<file path="src/rtl/key_pulse_gen.sv">
// key_pulse_gen: synchronizes and debounces an active-low pushbutton into a one-cycle advance pulse.
// Optional auto-repeat while held is compiled in with `define KEY_AUTOREPEAT_EN.
module key_pulse_gen #(
  parameter int SYNC_STAGES     = 2,
  parameter int DEBOUNCE_CYCLES = 500000,
  parameter int CNT_W           = 20,
  parameter int REPEAT_DELAY    = 25000000,
  parameter int REPEAT_PERIOD   = 5000000
) (
  input  logic       clk,
  input  logic       reset,
  input  logic       key_n,
  output logic       x_pulse,
  output logic       pressed,
  output logic [7:0] press_cnt
);

  typedef enum logic [1:0] {
    IDLE,
    PRESS_WAIT,
    HELD,
    RELEASE_WAIT
  } state_t;

  localparam logic [CNT_W-1:0] DB_MAX  = CNT_W'(DEBOUNCE_CYCLES);
  localparam logic [CNT_W-1:0] CNT_ONE = CNT_W'(1);
  localparam bit               DB_ONE  = (DEBOUNCE_CYCLES == 1);

  logic [SYNC_STAGES-1:0] sync_q;
  logic                   key_s;

  state_t           state_q;
  state_t           state_d;
  logic [CNT_W-1:0] cnt_q;
  logic [CNT_W-1:0] cnt_d;
  logic             accept;
  logic             rpt_fire;

  // Preset to released so reset never looks like a press.
  always_ff @(posedge clk) begin
    if (reset) begin
      sync_q <= '1;
    end else begin
      sync_q <= {sync_q[SYNC_STAGES-2:0], key_n};
    end
  end

  assign key_s = ~sync_q[SYNC_STAGES-1];

  always_ff @(posedge clk) begin
    if (reset) begin
      state_q <= IDLE;
      cnt_q   <= '0;
    end else begin
      state_q <= state_d;
      cnt_q   <= cnt_d;
    end
  end

  always_comb begin
    state_d = state_q;
    cnt_d   = cnt_q;
    accept  = 1'b0;
    unique case (state_q)
      IDLE: begin
        if (key_s) begin
          if (DB_ONE) begin
            state_d = HELD;
            cnt_d   = '0;
            accept  = 1'b1;
          end else begin
            state_d = PRESS_WAIT;
            cnt_d   = CNT_ONE;
          end
        end
      end
      PRESS_WAIT: begin
        if (!key_s) begin
          state_d = IDLE;
          cnt_d   = '0;
        end else if (cnt_q == DB_MAX) begin
          state_d = HELD;
          cnt_d   = '0;
          accept  = 1'b1;
        end else if (cnt_q < DB_MAX) begin
          cnt_d = cnt_q + CNT_ONE;
        end
      end
      HELD: begin
        if (!key_s) begin
          state_d = RELEASE_WAIT;
          cnt_d   = CNT_ONE;
        end
      end
      RELEASE_WAIT: begin
        if (key_s) begin
          state_d = HELD;
          cnt_d   = '0;
        end else if (cnt_q == DB_MAX) begin
          state_d = IDLE;
          cnt_d   = '0;
        end else if (cnt_q < DB_MAX) begin
          cnt_d = cnt_q + CNT_ONE;
        end
      end
      default: begin
        state_d = IDLE;
        cnt_d   = '0;
      end
    endcase
  end

`ifdef KEY_AUTOREPEAT_EN
  localparam int RPT_MAX =
    (REPEAT_DELAY > REPEAT_PERIOD) ? REPEAT_DELAY : REPEAT_PERIOD;
  localparam int RPT_W = $clog2(RPT_MAX + 1);

  localparam logic [RPT_W-1:0] RPT_FIRST = RPT_W'(REPEAT_DELAY - 1);
  localparam logic [RPT_W-1:0] RPT_NEXT  = RPT_W'(REPEAT_PERIOD - 1);
  localparam logic [RPT_W-1:0] RPT_ONE   = RPT_W'(1);

  logic [RPT_W-1:0] rpt_q;
  logic             first_q;
  logic             stay_held;

  // Timer only runs across edges that begin and end in HELD.
  assign stay_held = (state_q == HELD) && (state_d == HELD);

  assign rpt_fire = stay_held &&
    (first_q ? (rpt_q == RPT_FIRST) : (rpt_q == RPT_NEXT));

  always_ff @(posedge clk) begin
    if (reset || !stay_held) begin
      rpt_q   <= '0;
      first_q <= 1'b1;
    end else if (rpt_fire) begin
      rpt_q   <= '0;
      first_q <= 1'b0;
    end else begin
      rpt_q   <= rpt_q + RPT_ONE;
    end
  end
`else
  assign rpt_fire = 1'b0;
`endif

  always_ff @(posedge clk) begin
    if (reset) begin
      x_pulse   <= 1'b0;
      pressed   <= 1'b0;
      press_cnt <= 8'd0;
    end else begin
      x_pulse <= accept | rpt_fire;
      pressed <= (state_d == HELD) || (state_d == RELEASE_WAIT);
      if (accept) begin
        press_cnt <= press_cnt + 8'd1;
      end
    end
  end

endmodule

</file>
<file path="config.mk">
export PLATFORM = sky130hd
export DESIGN_NAME = key_pulse_gen
export DESIGN_NICKNAME = d
export VERILOG_FILES = /design/src/rtl/key_pulse_gen.sv
export SDC_FILE = /design/constraint.sdc
export NUM_CORES = 1
export LEC_CHECK = 0
export CORE_MARGIN = 2
export CORE_UTILIZATION = 50
export DETAILED_ROUTE_END_ITERATION = 12
export PLACE_DENSITY = 0.79
export SETUP_SLACK_MARGIN = 0.1
export SLEW_MARGIN = 20
export SYNTH_ARGS = -nofsm -noshare
export SYNTH_HDL_FRONTEND = slang
export SYNTH_SLANG_ARGS = --single-unit
export TNS_END_PERCENT = 30
</file>
<file path="constraint.sdc">
create_clock -name clk -period 2.85 [get_ports clk]
set_input_delay 0.285 -clock clk [delete_from_list [all_inputs] [get_ports clk]]
set_output_delay 0.285 -clock clk [all_outputs]
set_load 0.01 [all_outputs]
</file>
Word-level counts from Yosys, hierarchy flattened
Index checks and enable logic that the tools add are counted.
{"block": "word_totals", "regBits": 34, "input_bits": 3, "output_inout_bits": 10, "elab_cells": 37}
{"block": "op_classes", "addsub": 2, "order_cmp": 1, "n_eq_ne": 8, "muxes": 17, "n_reduce_logical": 3}
{"op": "20-bit two-way mux", "count": 6}
{"op": "20-bit one-hot mux with 4 select lines", "count": 1}
{"op": "20-bit by 1-bit adder with 20-bit output (second input constant)", "count": 1}
{"op": "20-bit by 19-bit equality test with 1-bit output (second input constant)", "count": 1}
{"op": "20-bit by 19-bit < comparator with 1-bit output (second input constant)", "count": 1}
{"op": "2-bit two-way mux", "count": 6}
{"op": "8-bit by 1-bit adder with 8-bit output (second input constant)", "count": 1}
{"op": "2-bit equality test (second input constant)", "count": 4}
{"op": "2-bit one-hot mux with 4 select lines", "count": 1}
{"op": "2-bit inequality test (second input constant)", "count": 2}
{"op": "1-bit two-way mux", "count": 3}
{"op": "2-bit by 1-bit equality test with 1-bit output (second input constant)", "count": 1}
{"op": "2-bit zero test", "count": 1}
{"op": "2-bit AND reduction", "count": 1}
{"op": "1-bit logical OR", "count": 1}

Longest topological paths before layout
{"block": "depth", "depth_word": 6, "depth_mapped": 7, "depth_no_buf": 7}

Least setup slack after synthesis
OpenSTA, ideal clock, no wires.
{"block": "synth_timing", "path_type": "flip-flop to flip-flop", "start": "register cnt_q[0]", "end": "register press_cnt[7]", "setup_time_ns": 0.121, "arrival_time_ns": 1.891, "t_required_ns": 2.729, "path_slack_ns": 0.838, "stages_incl_launch_ff": 8, "path_buffers": 0, "synth_period_minus_slack_ns": 2.012, "path_cell_list": "dfxtp_1 inv_1 ha_1 nand4b_1 or3_1 nor4_4 nand4_1 mux2_2"}
{"block": "synth_via", "elab_chain_len": 4}
{"element": "start: declaration", "line": "34", "source": "logic [CNT_W-1:0] cnt_q;"}
{"element": "start signal: assignment", "line": "56", "source": "cnt_q <= cnt_d;"}
{"element": "20-bit by 19-bit equality test with 1-bit output", "line": "81", "source": "end else if (cnt_q == DB_MAX) begin"}
{"element": "1-bit two-way mux", "line": "81"}
{"element": "1-bit two-way mux", "line": "78", "source": "if (!key_s) begin"}
{"element": "1-bit two-way mux", "line": "64", "source": "unique case (state_q)"}
{"element": "end signal: assignment", "line": "156", "source": "press_cnt <= press_cnt + 8'd1;"}
{"element": "end: declaration", "line": "15", "source": "output logic [7:0] press_cnt"}
Every way passes these cells.
A chain may end at the register's enable or synchronous reset.

Worst setup path after layout
{"block": "layout_timing", "start": "register cnt_q[5]", "end": "register cnt_q[3]"}
{"block": "layout_via", "elab_chain_len": 5, "elab_cells_between_ends": 7, "cone_classes": "order compare (1); eq/ne (1); mux (5)"}
{"element": "20-bit by 19-bit < comparator with 1-bit output", "line": "85, 102"}
{"element": "20-bit two-way mux"}
{"element": "20-bit two-way mux *", "line": "81"}
{"element": "20-bit two-way mux, on equally long branches", "line": "96, 78"}
{"element": "20-bit one-hot mux with 4 select lines *", "line": "64"}
Mark *: on every way between the ends. The rest lies on a longest branch, timed or not.

==> summary.md <==
| Metric | Value |
|---|---|
| Post-synthesis cell count | roughly 210 |
| Routability cong. | about 0.89 |
| Placed Instances | 257 |
| Max Cap Viol | 0 |
| Power share of the clock group | 0.357 |
| H-tree depth | 2 |
| Vias | 1522 |
| Worst hold start | sync_q[0]$_SDFF_PP1_ |
| Final setup fails | 0 |
| CP arrival | between 2 and 3 ns |
| Fmax | 428 MHz |
| Number of synthesized register bits | 34 |
| DIE AREA | 0.00410 mm2 |
| Layout cell share with drive strength beyond 1 | 0.128 |
| Die Wd | 64.1 um |
| Vias in the first global route | roughly 1.3k |
| Slew headroom | 0.480 |
| Antenna diode count | 0 |
| RSZ-0062 raised after global routing | false |
| Total CTS buffers | 5 |
| R2R Path End | cnt_q[3]$_SDFFE_PP0P_ |
| Antenna-violating nets left | 0 |
| Register area share after synthesis | 0.377 |
| Final Non-Filler Cells | 265 |
| Share of synthesized registers carrying an async set or reset | 0 |
| Post-Synth Simple-Gate Area | 0.305 |
| Xor/xnor cell area share of the yosys netlist | 0.0680 |
| Post-synthesis mux area share | 0.0361 |
| Grt ovf | 0 |
| DP Area | approximately 0.002 mm2 |
| I/O Pins | 13 |
| CORE AREA | 0.00339 mm2 |
| HPWL after DPL | 2.50 mm |
| R2r startpoint | cnt_q[5]$_SDFFE_PP0P_ |
| Worst-margin pin slew | 0.775 ns |
| Data required, critical path | 3.09 ns |
| Sw frac | 0.239 |
| Post-CTS Resized | 0 |
| Starting DRC count in detailed routing | 82 |
| Int Pwr | 607 uW |
| Setup crit end kind | flop |
| Layout Skew | 0.00989 ns |
| Fin. Hold Viols | 0 |
| Port bufs | 12 |
| Worst Hold Path Cells | 1 |
| Reg2Reg Depth | 5 |
| Clock Path Buffers | 2 |
| Combinational power share | 0.039 |
| Postcts setup bufs | 0 |
| Clock slew at reported path FFs | roughly 0.10 ns |
| First-pass GRT wire length | between 6 and 7 mm |
| Max-slew violations | 0 |
| Starting Density | 0.532 |
| Area grow syn2layout | 11.2% |
| Clock Tree Root | clkbuf_4 |
| Clock latency at the later pin of the worst-skew pair | 0.34 ns |
| Initial antenna violation count | 0 |
| Complex-gate fraction of the synthesized area | 0.148 |
| Main combinational cell family by area after synthesis | simple AND/OR/NAND/NOR gates |
| CTS tree | built |
| Final period utilization | 0.820 |
| Synth Area in Adders | 0.0208 |
| Largest fanout on the critical path | 15 |
| Sequential power share | 0.604 |
| FP Rows | 21 |
| Post-synth top area share | 0.377 |
| Iteration count of the initial detailed-routing pass | 4 |
| Yosys cell types | 46 |
| Vias per inst | 5.74 |
| Mapped Area | roughly 0.0018 mm2 |
| Worst Path Class, Setup | flop to flop |
| TNS Setup | 0 ns |
| Lkg Pwr | 0.668 nW |
| YS warnings | 0 |
| Routed wire per std cell | 13.3 um |
| Peak supply drop | 0.319 mV |
| Net Sw Power | 191 uW |
| Largest net degree at the start of global routing | 20 |
| Hold endpoint | sync_q[1]$_SDFF_PP1_ |
| Status | completed |
| # hold bufs at CTS | 0 |
| Final instance area | about 0.002 mm2 |
| Drt total wl | 3.52 mm |
| Final #Nets | roughly 220 |
| Power, Total | 797 uW |
| # DRC | 0 |
| Worst setup SP type | flop |
| Top cell type by total area after synthesis | dfxtp_1 |
| Syn avg cell area | 8.63 um2 |
| Syn nets | 215 |
| Top FF cell, synth | dfxtp_1 |
| Post-synth EDFFs | 0 |
| All-Layer GR Usage | 0.190 |
| CTS sink cnt | 34 |
| Worst hold path class | flop to flop |
| Ranking of synthesized cells by area | dfxtp_1 (38%), xnor2_1 (6.3%), nor2_1 (5.4%) |
| PD cells | 398 mW/mm2 |
| Die height | approximately 64 um |
| Reg2Reg Setup Slack | 0.51 ns |
| Min cycle time layout | 2.34 ns |
[cell families (layout without fill, tap and decap cells)]
kind of cell,after synthesis,after routing
buf+inv,20,30
compound gates,37,37
xor+xnor,14,14
flops,34,34
fa+ha+maj,3,3
simple gates,95,95
mux,6,6
[worst max-delay path, cell delays in order (launching register included)]
cell,delay [ns]
dfxtp_1,0.40
o31ai_1,0.32
nand4_1,0.53
and2_1,0.40
o311a_1,0.34
o31a_1,0.27
[metal layers]
metal / vias up / share of wire / track usage
met5: - / 0 / 0
met4: 0 / 0.014 / 0.0842
met3: 6 / 0.058 / 0.0599
met2: 42 / 0.43 / 0.273
met1: 697 / 0.49 / 0.259
li1: 777 / - / -
[stage by stage]
step           setup slack, ns  hold slack, ns   util
2_1_floorplan            0.838           0.389      -
3_3_place_gp             0.571           0.398  0.573
3_5_place_dp             0.575           0.406  0.573
4_1_cts                  0.526           0.432  0.592
5_1_grt                  0.305           0.462  0.592
6_report                 0.513           0.432  0.592
[how the worst max path moves through the flow]
stage,from,endpoint,depth (start not counted)
2_1_floorplan,cnt_q[0]$_SDFFE_PP0P_,press_cnt[7]$_SDFFE_PP0P_,7
3_3_place_gp,cnt_q[5]$_SDFFE_PP0P_,cnt_q[3]$_SDFFE_PP0P_,5
3_5_place_dp,sync_q[1]$_SDFF_PP1_,cnt_q[7]$_SDFFE_PP0P_,5
4_1_cts,sync_q[1]$_SDFF_PP1_,cnt_q[15]$_SDFFE_PP0P_,5
5_1_grt,sync_q[1]$_SDFF_PP1_,cnt_q[15]$_SDFFE_PP0P_,5
6_report,cnt_q[5]$_SDFFE_PP0P_,cnt_q[3]$_SDFFE_PP0P_,5
[cells in the mapped netlist, drive strengths merged, types with 2 or more instances]
cell	number
dfxtp	34
nor2	26
nand2	13
xnor2	13
nand4	10
a21oi	9
inv	9
nand3	8
and4	6
clkbuf	6
o21ai	6
a2111oi	5
buf	5
nor3	5
or3	5
a211oi	4
and3	4
mux2	4
nor2b	4
or2	4
and2	3
ha	3
or4	3
mux2i	2
nor4b	2
o2111ai	2
o311a	2
o31a	2
o31ai	2
[flip-flops by register name, indices dropped and copies added (netlist names)]
name,cells
press_cnt,8
state_q,2
sync_q,2
pressed,1
cnt_q,20
x_pulse,1
[layout make-up]
class,instances,area [um2]
fillers,308,1380
multi-input cells,155,1040
flip-flops and latches,34,681
repair buffers,13,128
well taps,46,57.6
clock buffers,6,51.3
inverters,9,33.8
clock inverters,2,12.5
[power by group through the flow]
stage / Clock (mW) / Sequential [mW] / Combinational [mW]
final: 0.285 / 0.482 / 0.0312
after detailed placement: 0 / 0.493 / 0.0312
after CTS: 0.292 / 0.482 / 0.0313
after global placement: 0 / 0.492 / 0.0311
after global routing: 0.318 / 0.483 / 0.0352
after floorplan: 0 / 0.491 / 0.0239
[layout by cell type (no fill, tap or decap), drive strengths merged, types with 2 or more instances in the layout]
master	n
ha	3
nor2b	4
inv	9
o2111ai	2
nor3	5
nand4	10
dfxtp	34
or3	5
and4	6
nor4b	2
or4	3
a2111oi	5
and3	4
nor2	26
o21ai	6
nand2	13
o31a	2
clkbuf	6
a21oi	9
clkdlybuf4s50	12
a211oi	4
mux2	4
xnor2	13
and2	3
nand3	8
o311a	2
mux2i	2
or2	4
o31ai	2
(Power assumes the default switching activity.)
